==> src/rtl/mem_lane_seq_pkg.sv <==
// Shared encodings for the Mem-stage lane sequencer: load/store types,
// Dcache access-width codes, sequencer states and width decode helpers.
package mem_lane_seq_pkg;

    localparam int LD_ENC_W = 3;
    localparam int ST_ENC_W = 2;

    localparam logic [2:0] LD_XXX = 3'd0;
    localparam logic [2:0] LD_LB  = 3'd1;
    localparam logic [2:0] LD_LH  = 3'd2;
    localparam logic [2:0] LD_LW  = 3'd3;
    localparam logic [2:0] LD_LBU = 3'd4;
    localparam logic [2:0] LD_LHU = 3'd5;

    localparam logic [1:0] ST_XXX = 2'd0;
    localparam logic [1:0] ST_SB  = 2'd1;
    localparam logic [1:0] ST_SH  = 2'd2;
    localparam logic [1:0] ST_SW  = 2'd3;

    localparam logic [1:0] W_BYTE = 2'b00;
    localparam logic [1:0] W_HALF = 2'b01;
    localparam logic [1:0] W_WORD = 2'b10;

    typedef enum logic {
        S_IDLE = 1'b0,
        S_BUSY = 1'b1
    } state_e;

    function automatic logic [1:0] ld_width(input logic [LD_ENC_W-1:0] t);
        logic [1:0] w;
        case (t)
            LD_LB, LD_LBU: w = W_BYTE;
            LD_LH, LD_LHU: w = W_HALF;
            default:       w = W_WORD;
        endcase
        return w;
    endfunction

    function automatic logic [1:0] st_width(input logic [ST_ENC_W-1:0] t);
        logic [1:0] w;
        case (t)
            ST_SB:   w = W_BYTE;
            ST_SH:   w = W_HALF;
            default: w = W_WORD;
        endcase
        return w;
    endfunction

endpackage

==> src/rtl/lane_pick.sv <==
// Lowest-set-bit picker: returns the winning bit as a one-hot vector and
// as a binary index, plus a flag that any request bit is set.
module lane_pick #(
    parameter int N    = 2,
    parameter int IDXW = (N > 1) ? $clog2(N) : 1
) (
    input  logic [N-1:0]    req_i,
    output logic [N-1:0]    onehot_o,
    output logic [IDXW-1:0] idx_o,
    output logic            any_o
);

    // Two's-complement trick isolates the lowest set bit.
    assign onehot_o = req_i & (~req_i + N'(1));
    assign any_o    = |req_i;

    always_comb begin
        idx_o = '0;
        for (int i = N - 1; i >= 0; i--) begin
            if (req_i[i]) idx_o = IDXW'(i);
        end
    end

endmodule

==> src/rtl/mem_lane_seq.sv <==
// Serialises up to LANES load/store requests per cycle onto a single-port
// Dcache, lowest lane first, stalling the pipeline and buffering load data.
module mem_lane_seq
    import mem_lane_seq_pkg::*;
#(
    parameter int LANES         = 2,
    parameter int DATA_WIDTH    = 32,
    parameter int ADDR_WIDTH    = 32,
    parameter int LD_TYPE_WIDTH = 3,
    parameter int ST_TYPE_WIDTH = 2
) (
    input  logic                           clk,
    input  logic                           rst,
    input  logic [LANES*LD_TYPE_WIDTH-1:0] ld_type,
    input  logic [LANES*ST_TYPE_WIDTH-1:0] st_type,
    input  logic [LANES*DATA_WIDTH-1:0]    alu_addr,
    input  logic [LANES*DATA_WIDTH-1:0]    rs2_data,
    input  logic                           csr_memflush,
    output logic [LANES-1:0]               ld_en,
    output logic                           mem_stall,
    output logic [LANES*DATA_WIDTH-1:0]    rdata,
    output logic                           dc_en,
    output logic                           dc_rd,
    output logic [1:0]                     dc_width,
    output logic                           dc_sign,
    output logic [ADDR_WIDTH-1:0]          dc_addr,
    output logic [DATA_WIDTH-1:0]          dc_wdata,
    input  logic                           dc_ready,
    input  logic [DATA_WIDTH-1:0]          dc_rdata,
    output logic                           dbg_state,
    output logic [LANES-1:0]               dbg_pend
);

    localparam int IDXW = (LANES > 1) ? $clog2(LANES) : 1;

    state_e                             state_q, state_d;
    logic [LANES-1:0]                   pend_q, pend_d;
    logic [LANES-1:0][DATA_WIDTH-1:0]   rbuf_q, rbuf_d;

    logic [LANES-1:0]                   lane_ld, lane_st, lane_sign, active;
    logic [LANES-1:0][1:0]              lane_width;
    logic [LANES-1:0][DATA_WIDTH-1:0]   addr_v, wdata_v, rdata_v;

    logic [LANES-1:0]                   cand, cur_oh, acc_oh, remain;
    logic [IDXW-1:0]                    cur_idx;
    logic                               cand_any, acc;

    assign addr_v  = alu_addr;
    assign wdata_v = rs2_data;
    assign rdata   = rdata_v;

    for (genvar g = 0; g < LANES; g++) begin : g_lane
        logic [LD_TYPE_WIDTH-1:0] lt;
        logic [ST_TYPE_WIDTH-1:0] stt;

        assign lt  = ld_type[g*LD_TYPE_WIDTH +: LD_TYPE_WIDTH];
        assign stt = st_type[g*ST_TYPE_WIDTH +: ST_TYPE_WIDTH];

        assign lane_ld[g]    = (lt != LD_TYPE_WIDTH'(LD_XXX));
        assign lane_st[g]    = (stt != ST_TYPE_WIDTH'(ST_XXX));
        // A flush squashes stores only; loads stay active.
        assign active[g]     = lane_ld[g] | (lane_st[g] & ~csr_memflush);
        assign lane_width[g] = lane_ld[g] ? ld_width(LD_ENC_W'(lt))
                                          : st_width(ST_ENC_W'(stt));
        assign lane_sign[g]  = lane_ld[g] & ((lt == LD_TYPE_WIDTH'(LD_LB)) |
                                             (lt == LD_TYPE_WIDTH'(LD_LH)));

        assign rdata_v[g] = acc_oh[g]           ? dc_rdata  :
                            (state_q == S_BUSY) ? rbuf_q[g] :
                            cur_oh[g]           ? dc_rdata  : '0;
    end

    assign ld_en = lane_ld;

    // A flush while busy empties the candidate set, so nothing issues.
    assign cand = (state_q == S_IDLE) ? active :
                  (csr_memflush ? '0 : pend_q);

    lane_pick #(.N(LANES), .IDXW(IDXW)) u_lane_pick (
        .req_i    (cand),
        .onehot_o (cur_oh),
        .idx_o    (cur_idx),
        .any_o    (cand_any)
    );

    assign acc       = cand_any & dc_ready;
    assign acc_oh    = cur_oh & {LANES{acc}};
    assign remain    = cand & ~acc_oh;
    assign mem_stall = |remain;

    always_comb begin
        dc_en    = cand_any;
        dc_rd    = 1'b0;
        dc_width = 2'b00;
        dc_sign  = 1'b0;
        dc_addr  = '0;
        dc_wdata = '0;
        if (cand_any) begin
            dc_rd    = lane_ld[cur_idx];
            dc_width = lane_width[cur_idx];
            dc_sign  = lane_sign[cur_idx];
            dc_addr  = addr_v[cur_idx][ADDR_WIDTH-1:0];
            dc_wdata = wdata_v[cur_idx];
        end
    end

    always_comb begin
        state_d = state_q;
        pend_d  = pend_q;
        rbuf_d  = rbuf_q;
        if (acc && dc_rd) rbuf_d[cur_idx] = dc_rdata;
        if (state_q == S_IDLE) begin
            if (|remain) begin
                state_d = S_BUSY;
                pend_d  = remain;
            end
        end else begin
            pend_d = remain;
            if (csr_memflush || !(|remain)) begin
                state_d = S_IDLE;
                pend_d  = '0;
            end
        end
    end

    always_ff @(posedge clk or posedge rst) begin
        if (rst) begin
            state_q <= S_IDLE;
            pend_q  <= '0;
            rbuf_q  <= '0;
        end else begin
            state_q <= state_d;
            pend_q  <= pend_d;
            rbuf_q  <= rbuf_d;
        end
    end

    assign dbg_state = state_q;
    assign dbg_pend  = pend_q;

endmodule
==> config.mk <==
export PLATFORM = sky130hd
export DESIGN_NAME = mem_lane_seq
export DESIGN_NICKNAME = d
export VERILOG_FILES = /design/src/rtl/mem_lane_seq_pkg.sv /design/src/rtl/lane_pick.sv /design/src/rtl/mem_lane_seq.sv
export SDC_FILE = /design/constraint.sdc
export NUM_CORES = 1
export LEC_CHECK = 0
export CAP_MARGIN = 15
export CORE_AREA = 2 2 121 123
export CTS_CLUSTER_SIZE = 16
export DETAILED_ROUTE_END_ITERATION = 7
export DIE_AREA = 0 0 123 125
export GPL_TIMING_DRIVEN = 1
export PLACE_DENSITY = 0.73
export SLEW_MARGIN = 5
export SYNTH_ARGS = -nofsm -noshare
export SYNTH_HDL_FRONTEND = slang
export SYNTH_SLANG_ARGS = --single-unit
==> constraint.sdc <==
create_clock -name clk -period 3.08 [get_ports clk]
set_clock_uncertainty 0.05 [all_clocks]
set_input_delay 0.616 -clock clk [delete_from_list [all_inputs] [get_ports clk]]
set_output_delay 0.616 -clock clk [all_outputs]
set_load 0.02 [all_outputs]
### Word level (Yosys, flattened, before mapping)

Index checks and enable logic that the tools add are counted.

* flip-flop bits (word level): 67
* input port bits: 174
* logic and storage cells: 89

* $add $sub $neg: 1
* magnitude comparators: 2
* equal/unequal tests: 12
* muxes and demuxes: 40
* bitwise gates (word level): 15
* reductions and logical operators: 15

Operators by type and width (number)
* 32-bit two-way mux: 13
* 64-bit bitwise mux: 1
* 32-bit demux with 1-bit select: 1
* 2-bit two-way mux: 10
* 2-bit one-hot mux with 2 select lines: 4
* 3-bit == test, second input constant: 4
* 2-bit OR reduction: 6
* 1-bit two-way mux: 11
* 2-bit bitwise AND: 3
* 3-bit by 1-bit == test with 1-bit output, second input constant: 2
* 3-bit by 2-bit == test with 1-bit output, second input constant: 2
* 2-bit nonzero test: 3
* 3-bit nonzero test: 2
* 1-bit bitwise AND: 5
* 2-bit by 1-bit == test with 1-bit output, second input constant: 2
* 2-bit == test, second input constant: 2
* 2-bit NOT: 2
* 1-bit bitwise OR: 4
* 2-bit by 1-bit adder with 2-bit output, second input constant: 1
* 1-bit logical AND: 2
* 1-bit by 2-bit < comparator with 1-bit output, second input constant: 1
* 1-bit greater-or-equal comparator, second input constant: 1
* 1-bit logical NOT: 1
* 1-bit logical OR: 1
* 1-bit NOT: 1

### Longest topological paths before layout

* depth in word-level cells: 15
* mapped depth: 8

### Cells and area by module

A second synthesis with hierarchy kept.

* cells, all modules: 425
* area total of the unflattened synthesis: 4663.2 um^2

By module, submodules not included
* mem_lane_seq: instances 1, cells each 421, area each 4635.7 um^2, sequential area each 1676.6 um^2
* lane_pick: instances 1, cells each 4, area each 27.5 um^2, sequential area each 0.0 um^2

### Worst setup path after synthesis

Ideal clock, no wire load.

* path type: input-to-output
* start: input port st_type[0]
* end: output port rdata[10]
* arrival time: 2.044 ns
* required time: 2.414 ns
* slack: 0.370 ns
* cell stages on the path: 7
* buffers on the path: 1
* cells stage by stage: inv_1 > ha_1 > or2_2 > o21a_1 > o21ai_1 > clkbuf_1 > a22o_1

* word-level cells in the longest chain between the ends: 10

Ends and longest elaborated chain
* start: declaration: RTL line mem_lane_seq.sv:15 `input logic [LANES*ST_TYPE_WIDTH-1:0] st_type,`
* 2-bit nonzero test (*): RTL line mem_lane_seq.sv:60 `assign lane_st[g] = (stt != ST_TYPE_WIDTH'(ST_XXX));`
* 1-bit bitwise AND (*): RTL line mem_lane_seq.sv:62 `assign active[g] = lane_ld[g] | (lane_st[g] & ~csr_memflush);`
* 1-bit bitwise OR (*): RTL line mem_lane_seq.sv:62
* 2-bit two-way mux (*): RTL line mem_lane_seq.sv:76 `assign cand = (state_q == S_IDLE) ? active :`
* 2-bit NOT: RTL line lane_pick.sv:14 `assign onehot_o = req_i & (~req_i + N'(1));`
* 2-bit by 1-bit adder with 2-bit output: RTL line lane_pick.sv:14
* 2-bit bitwise AND: RTL line lane_pick.sv:14
* 32-bit two-way mux: RTL line mem_lane_seq.sv:70 `cur_oh[g] ? dc_rdata : '0;`
* 32-bit two-way mux: RTL line mem_lane_seq.sv:69 `(state_q == S_BUSY) ? rbuf_q[g] :`
* 32-bit two-way mux (*): RTL line mem_lane_seq.sv:68 `assign rdata_v[g] = acc_oh[g] ? dc_rdata :`
* end: declaration: RTL line mem_lane_seq.sv:21 `output logic [LANES*DATA_WIDTH-1:0] rdata,`

Every way passes the cells marked *; elsewhere a longest branch is shown, timed or not.

### Worst setup path in the final report

* start: input port st_type[1]
* end: output port dc_wdata[10]

* word-level cells in the longest chain between the ends: 8

Ends and longest elaborated chain
* 2-bit nonzero test (*): RTL line mem_lane_seq.sv:60
* 1-bit bitwise AND (*): RTL line mem_lane_seq.sv:62
* 1-bit bitwise OR (*): RTL line mem_lane_seq.sv:62
* 2-bit two-way mux (*): RTL line mem_lane_seq.sv:76
* 1-bit two-way mux: RTL line lane_pick.sv:20 `if (req_i[i]) idx_o = IDXW'(i);`
* 32-bit two-way mux (not written as such) (2 in a row): RTL line mem_lane_seq.sv:103 `dc_wdata = wdata_v[cur_idx];`
* 32-bit two-way mux (*): RTL line mem_lane_seq.sv:98 `if (cand_any) begin`
* end: declaration: RTL line mem_lane_seq.sv:27 `output logic [DATA_WIDTH-1:0] dc_wdata,`

Every way passes the cells marked *; elsewhere a longest branch is shown, timed or not. The select of a mux whose other input is x is not followed.

==> impl_metrics.toml <==
[run_status]
result_of_the_run = "complete, no violations"

[worst_hold_path]
holdCritPathClass = "reg2reg"

[detailed_routing]
via_count = 4765
viasPerCell = 5.22
drt-pass1-iter-count = 5
antenna_left = 0
drcViolationCount = 0
drt_iter0_markers = 221
detail_route.wl_per_cell_um = 21.3
totalWireLength_um = 19400

[critical_path]
buf_inv_stages_crit_path = 5
startpoint_type = "primary input"
crit_path_end_kind = "primary output"
worst_stage_delay_on_the_critical_path_ns = 0.26
worstSetupPathType = "in2out"
timing.critical_path.max_delay_family = "buffers and inverters"
critPathMaxFanout = 33
cp_data_arrival_time_ns = 2.37
cp_max_stage_cell = "clkdlybuf4s15_2"
cp_cell_sequence = "dlygate4sd2_1, inv_1, ha_2, or2_4, a21o_1, nand2_4, buf_12, buf_16, a22o_1, clkdlybuf4s15_2"
required_worst_endpoint_ns = 2.41

[clock_network]
cts_tree = "done"
numCtsBuffers = 9
clock_tree_root_driver_cell = "clkbuf_16"
clkTransAtPathRegs_ns = 0.06
worstSkewPairLatency_ns = 0.32
cts.sinks = 67
clock_tree.htree_level_count = 3
max-clock-path-buffers = 2

[timing]
layout_setup_ws_ns = 0.0483
finalSetupViolations = 0
layout_worst_path_cycle_share_pct = 98.4
max_slew_violation_total_from_the_final_report = 0
rsz0062_at_grt = "true"
max-slew-margin-rel_pct = 71.1
highest_attainable_clock_frequency_ghz = 0.330
layout_min_cycle_time_ns = 3.03
worst_hold_margin_ns = 0.452
worstMarginPinSlew_ns = 0.433
final-hold-violation-count = 0

[yosys]
syn-mean-instance-area_sq_um = 11.7
syn_area_sq_mm = 0.00432
synth_warnings = 0
synthesis.nets = 546
postSynthRegisterBits = 67
synth.yosys.seq_area_share_pct = 38.8
syn_inst_count = 368
synth.lib_cells_used.distinct = 41

[power_and_ir_drop]
share_clk_of_total_power_pct = 12.2
sw_frac_of_total_pct = 42.5
leakage_power_summed_over_all_cells_nw = 3.91
power.switching_mw = 3.74
seq_power_share_pct = 18.5
power.total_mw = 8.79
power.combinational.fraction_pct = 69.3
vdd_ir_drop_max_v = 0.000640
power_report.internal_total_mw = 5.05
power_density_mw_per_mm2 = 1060

[placed_design]
detailed_place_hpwl_um = 14400
preCtsSetupSlack_ns = -0.656
gpl_wtd_cong = 0.914
buffer_ports.inserted = 312
postPlaceCellArea_sq_mm = 0.00796

[grt]
grt_pass1_vias = 4941
grt_max_degree = 34
grt_antenna_before_repair = 4
grt_overflow_total = 0
grt_use_total_pct = 24.5
wire_length_of_the_first_global_routing_pass_um = 28900

[die]
die_w_um = 123
design.core.area_sq_mm = 0.0142
top_level_ports = 313
rows = 44
floorplan.die.height_um = 125
die_area_sq_mm = 0.0154
initial_utilization_pct = 30.4

[cells_and_area]
post-route-cell-area_sq_mm = 0.00828
layout_commonest_cell = "clkdlybuf4s50_1"
synth_to_final_area_change_pct = 91.5
layout.cells.most_common_list = "clkdlybuf4s50_1 (165), a22o_1 (130), dfrtp_1 (67)"
final_net_count = 901
drive_above_1_share_pct = 39.5

[job]
cap_violations = 0
-- registers in the layout, summed over array words and instances (netlist names) --
register	cells
rbuf_q	64
dbg_state	1
dbg_pend	2
-- cell families after synthesis --
kind of cell / after synthesis / share of synthesized area (%)
xor gates and xnor gates: 2 / 0.405
adders and majority gates: 4 / 1.16
DFF: 67 / 38.8
and+or+nand+nor: 31 / 4.54
AOI/OAI and AO/OA: 153 / 29.8
buffers and inverters: 47 / 6.02
muxes: 64 / 19.3
-- metrics by stage --
stage,cells,utilization [%],setup TNS (ns)
finish,912,58.3,0
global route,911,58.3,-0.00176
CTS,909,60.6,0
detailed placement,877,56.1,-70.54
global placement,877,56.1,-67.42
floorplan,368,-,0
-- synthesized netlist by cell type, drive strengths merged --
cell type,number,area share (%)
o31ai,1,0.17
nor4,1,0.49
or3,1,0.14
nor2b,2,0.29
and3b,1,0.20
and3,1,0.14
buf,20,3.6
o21ba,1,0.23
a21boi,1,0.17
a31oi,2,0.29
a21o,3,0.52
a211o,1,0.20
clkbuf,18,1.6
nand2b,1,0.14
nand3,1,0.12
o21ai,5,0.58
o22ai,2,0.29
ha,4,1.2
o21a,1,0.17
a21oi,4,0.46
a22o,130,26
xnor2,2,0.41
o2bb2ai,1,0.20
or2,2,0.29
or3b,1,0.20
dfrtp,67,39
inv,9,0.78
nor2,9,0.78
nor3,4,0.72
a22oi,1,0.17
nand2,5,0.43
mux2,64,19
and4bb,2,0.58
-- metal layers --
metal	track usage [%]	up-vias	part of all wire, %
met5	0	-	0.14
met3	8.90	27	11
met2	41.6	252	50
met1	29.7	2319	38
li1	-	2163	-
met4	5.41	4	1.5
-- final cells by class --
class / count / area (sq um)
Fill cell: 1207 / 5930
Timing Repair Buffer: 382 / 3540
Multi-Input combinational cell: 254 / 2480
Sequential cell: 67 / 1680
Tap cell: 184 / 230
Clock buffer: 9 / 225
Clock inverter: 5 / 78.8
Inverter: 9 / 33.8
Antenna cell: 2 / 5.00
-- power groups by stage --
stage               combinational [mW]  sequential (mW)  clock, mW
floorplan                         3.38             1.54          0
global placement                  6.14             1.60          0
detailed placement                6.21             1.61          0
CTS                               6.33             1.62       1.09
global route                      6.44             1.67       1.14
finish                            6.09             1.62       1.07
-- what timing repair did --
action,in CTS,in global routing
gates resized for setup,398,77
cloned,5,0
buffers inserted,13,1
endpoints found under the setup margin,135,125
hold buffers,0,0
pin swaps,13,3
-- final timing paths --
kind | slack [ns] | end | start | cells after the start
max in group asynchronous | 1.63 | rbuf_q[50] | rst | 3
min reg2reg | 0.45 | rbuf_q[25] | rbuf_q[25] | 1
min | 0.45 | rbuf_q[25] | rbuf_q[25] | 1
max | 0.05 | dc_wdata[10] | st_type[1] | 10
min in group asynchronous | 0.56 | rbuf_q[62] | rst | 2
max reg2reg | 0.91 | rbuf_q[57] | dbg_state | 5
(Power assumes the default switching activity.)
==> RTL change 1, RTL diff (config.mk and constraints unchanged) <==
The parameter `ADDR_WIDTH` goes from 32 to 24.
--- a/src/rtl/mem_lane_seq.sv
+++ b/src/rtl/mem_lane_seq.sv
@@ -5,7 +5,7 @@
 #(
     parameter int LANES         = 2,
     parameter int DATA_WIDTH    = 32,
-    parameter int ADDR_WIDTH    = 32,
+    parameter int ADDR_WIDTH    = 24,
     parameter int LD_TYPE_WIDTH = 3,
     parameter int ST_TYPE_WIDTH = 2
 ) (
Ports: changed (resized dc_addr); port bits go from 313 to 305. The function was not compared with the original's and may differ.
==> RTL change 1 against the unedited design <==
First-iteration DRC count fell by 2.3%. Critical endpoint is now rdata[58]. Utilization fell by 5.0 points. Area after synthesis decreased by 5.9%. Critical path type unchanged. Final area shrank 8.6%. Largest power group unchanged. Routed wire length decreased by 11%. Largest cell class unchanged. Sequential cell count stayed put. Total power decreased by 4.2%. Setup slack better by 19 ps.
==> RTL change 1: results (changes against the unedited design) <==
[place]
place_inst = 817  ; was 877
place_hpwl_um = 12700  ; was 14,400 µm
place.gp.congestion = 0.832  ; was 0.914
place_area_um2 = 7310  ; was 7960 µm²
io_buffers = 288  ; was 312
dp_slack_ps = -789  ; was -656 ps

[route]
met1_length_um = 7070  ; was 7420 µm
wl_met3_um = 1270  ; was 2080 µm
wl_per_cell_um = 20.4  ; was 21.3 µm
routed_wirelength_um = 17300  ; was 19,400 µm
dr_wl_met2_um = 8760  ; was 9630 µm
routed.top_layer = met5  ; unchanged
vias = 4356  ; was 4,765
drt_iter0_markers = 216  ; was 221
drt-pass1-iter-count = 4  ; was 5

[setup_path]
cp_data_arrival_time_ps = 2350  ; was 2370 ps
endpoint = rdata[58]  ; was dc_wdata[10]
slowest_stage = a22o_1  ; was clkdlybuf4s15_2
r2r_end = rbuf_q[34]$_DFFE_PP0P_  ; was rbuf_q[57]$_DFFE_PP0P_
reg2reg_depth = 7  ; was 5
cpPeakStageDelay_ps = 230  ; was 260 ps
path_max_fanout = 14  ; was 33
cp-startpoint = st_type[2]  ; was st_type[1]

[grt]
grt_pass1_vias = 4544  ; was 4,941
gr-usage-met2 = 0.388  ; was 0.416
grt_use_met3 = 0.0566  ; was 0.0890
use_met1 = 0.271  ; was 0.297
grt_max_degree = 45  ; was 34
antenna_found_initial = 2  ; was 4
gr-usage-all-layers = 0.220  ; was 0.245
grt_pass1_wl_um = 25900  ; was 28,900 µm

[synth]
syn-instance-count = 349  ; was 368
syn-num-nets = 527  ; was 546
synth_area_leaders = dfrtp_1 41%, a22o_1 26%, mux2_2 16%  ; was dfrtp_1 39%, a22o_1 26%, mux2_4 10%
synth-seq-area-share = 0.412  ; was 0.388
yosys-top-cells-count = 121 x a22o_1, 67 x dfrtp_1, 57 x mux2_2  ; was 130 x a22o_1, 67 x dfrtp_1, 33 x mux2_2
synth_async_sr_flop_share = 1.00  ; unchanged
ys_types = 35  ; was 41
synth_top_area_frac = 0.412  ; was 0.388

[sta]
clock.fmax_mhz = 332  ; was 330 MHz
whs_ps = 436  ; was 452 ps
tightestPinTransition_ps = 888  ; was 433 ps

[run_status]
run_status = finished, final reports clean  ; unchanged

[final_layout]
finalNetCount = 837  ; was 901
drive_above_1_share = 0.372  ; was 0.395
area_delta_synth_final_pct = 86.1  ; was 91.5%
nFillCells = 1270  ; was 1,207

[power_and_ir_drop]
netSwitchingPower_w = 0.00368  ; was 0.00374 W
p_clk_frac = 0.120  ; was 0.122
leakagePower_nw = 3.38  ; was 3.91 nW
p_total_w = 0.00842  ; was 0.00879 W
vdd_drop_max_uv = 417  ; was 640 µV

[min_path]
min_from = rbuf_q[63]$_DFFE_PP0P_  ; was rbuf_q[25]$_DFFE_PP0P_
hold_path_end = rbuf_q[63]$_DFFE_PP0P_  ; was rbuf_q[25]$_DFFE_PP0P_
hold_depth = 1  ; unchanged

[clocking]
numCtsBuffers = 9  ; unchanged
cts.path.max_buffers = 2  ; unchanged

## RTL change 1: worst reg2reg max path: stages (launching register included)
cell	delay (ps)
dfrtp_1	450
nor2b_1	290
a211oi_4	90
nor2_4	180
buf_4	150
and4_2	240
buf_12	210
mux2_2	390
## RTL change 1: layout make-up
type | count | share of cell area
Antenna cell | 1 | 0.000331
Clock buffer | 10 | 0.0303
Clock inverter | 6 | 0.00843
Inverter | 9 | 0.00446
Multi-Input combinational cell | 239 | 0.295
Sequential cell | 67 | 0.222
Tap cell | 184 | 0.0304
Timing Repair Buffer | 333 | 0.410
## RTL change 1: repair_timing
item,4_1_cts,5_1_grt
setup buffers,11,1
pin swaps,13,11
cloned,4,1
gates resized for setup,450,55
setup endpoints to repair,126,110
## RTL change 1: kinds of logic after synthesis
kind of cell               share of synthesized area
AOI/OAI and AO/OA                              0.294
xor gates and xnor gates                     0.00431
and+or+nand+nor                               0.0403
muxes                                          0.177
DFF                                            0.412
buffers and inverters                         0.0591
adders and majority gates                     0.0123
==> RTL change 2, RTL diff (config.mk and constraints unchanged) <==
Made on the original files. `rbuf_q` no longer has a reset.
--- a/src/rtl/mem_lane_seq.sv
+++ b/src/rtl/mem_lane_seq.sv
@@ -127,12 +127,14 @@
         if (rst) begin
             state_q <= S_IDLE;
             pend_q  <= '0;
-            rbuf_q  <= '0;
         end else begin
             state_q <= state_d;
             pend_q  <= pend_d;
-            rbuf_q  <= rbuf_d;
         end
+    end
+
+    always_ff @(posedge clk) begin
+        rbuf_q <= rbuf_d;
     end
 
     assign dbg_state = state_q;
Formal check against the unedited RTL: not equivalent (a bounded check fails within 4 cycles, from zero or initial values and one cycle with rst high).
==> RTL change 2 against the unedited design <==
Count of clock-buffer cells in the layout unchanged. First-iteration DRC count increased by 17%. Routed wire length decreased by 7.3%. Area after synthesis decreased by 12%. Critical path depth up 2. Setup slack got worse by 7.5 ps. Via count shrank 10%. Die area unchanged. Sequential cell count unchanged. Total power is 22% lower. Final area decreased by 7.4%. Highest routed layer is now met4. Largest cell class unchanged. Sequential share of layout area increased by 5.8 points. Critical path type unchanged.
==> RTL change 2: results (changes against the unedited design) <==
[place]
dp_slack_ps = -669  ; was -656 ps
place.gp.congestion = 0.881  ; was 0.914

[final_layout]
drive_above_1_share = 0.333  ; was 0.395
buf_share = 0.442  ; was 0.428
nFillCells = 1250  ; was 1,207

[grt]
grt_pass1_vias = 4396  ; was 4,941
antenna_found_initial = 1  ; was 4

[synth]
yosys-top-cells-count = 130 x a22o_1, 64 x edfxtp_1, 18 x buf_2  ; was 130 x a22o_1, 67 x dfrtp_1, 33 x mux2_2
syn-num-nets = 478  ; was 546
synth.avg_cell_area_um2 = 12.6  ; was 11.7 µm²
synth_edf_count = 64  ; was 0
synth_compound_area_frac = 0.342  ; was 0.298
synth_async_sr_flop_share = 0.0448  ; was 1.00
synthAdderAreaFrac = 0.0185  ; was 0.0116
ys.flop_type = edfxtp_1  ; was dfrtp_1

[route]
wl_met3_um = 1710  ; was 2080 µm
drt_iter0_markers = 258  ; was 221
vias_per_cell = 5.07  ; was 5.22
dr_wl_met2_um = 8900  ; was 9630 µm
routed.top_layer = met4  ; was met5

[run_status]
run_status = finished, final reports clean  ; unchanged

[sta]
final.setup.worst_slack_ps = 40.8  ; was 48.3 ps

[power_and_ir_drop]
vdd_drop_max_uv = 481  ; was 640 µV
netSwitchingPower_w = 0.00296  ; was 0.00374 W
leakagePower_nw = 3.25  ; was 3.91 nW

[setup_path]
reg2reg_depth = 7  ; was 5
endpoint = dc_wdata[7]  ; was dc_wdata[10]

[min_path]
hold_class = in2async  ; was reg2reg

RTL change 2: cell count changes in the layout (fill, tap and decap cells not counted), sizes merged, moves of 3 or more:
| cell | delta |
|---|---|
| clkbuf | -17 |
| clkdlybuf4s15 | -18 |
| a21oi | +3 |
| dfrtp | -64 |
| buf | +26 |
| mux2 | -63 |
| nand2b | +3 |
| edfxtp | +64 |
RTL change 2: timing repair:
item / 4_1_cts / 5_1_grt
gates resized for setup: 489 / 26
gates cloned: 5 / 0
pin swaps: 13 / 5
setup endpoints to repair: 134 / 131
setup buffers: 10 / 1
RTL change 2: stage by stage:
step                      area, µm²  total power [W]   util  hold WS, ps
after floorplan                3800          0.00363      -          320
after global placement         7460          0.00601  0.526          637
after detailed placement       7460          0.00606  0.526          653
after CTS                      7670          0.00687  0.540          493
after global routing           7660          0.00714  0.539          495
final                          7660          0.00682  0.539          495
RTL change 2: worst min-delay path by stage:
stage	cells past startpoint	endpoint	from
global route	2	dbg_pend[1]$_DFFE_PP0P_	rst
floorplan	1	dbg_pend[0]$_DFFE_PP0P_	rst
detailed placement	3	dbg_pend[0]$_DFFE_PP0P_	dbg_pend[0]$_DFFE_PP0P_
CTS	2	dbg_state$_DFF_PP0_	rst
global placement	3	dbg_pend[0]$_DFFE_PP0P_	dbg_pend[0]$_DFFE_PP0P_
finish	2	dbg_pend[0]$_DFFE_PP0P_	rst
RTL change 2: power by group through the flow:
| stage | combinational [W] | clock (W) | sequential [W] |
|---|---|---|---|
| 2_1_floorplan | 0.00239 | 0 | 0.00124 |
| 3_3_place_gp | 0.00479 | 0 | 0.00122 |
| 3_5_place_dp | 0.00483 | 0 | 0.00123 |
| 4_1_cts | 0.00463 | 0.00103 | 0.00121 |
| 5_1_grt | 0.00484 | 0.00107 | 0.00122 |
| 6_report | 0.00459 | 0.00101 | 0.00121 |
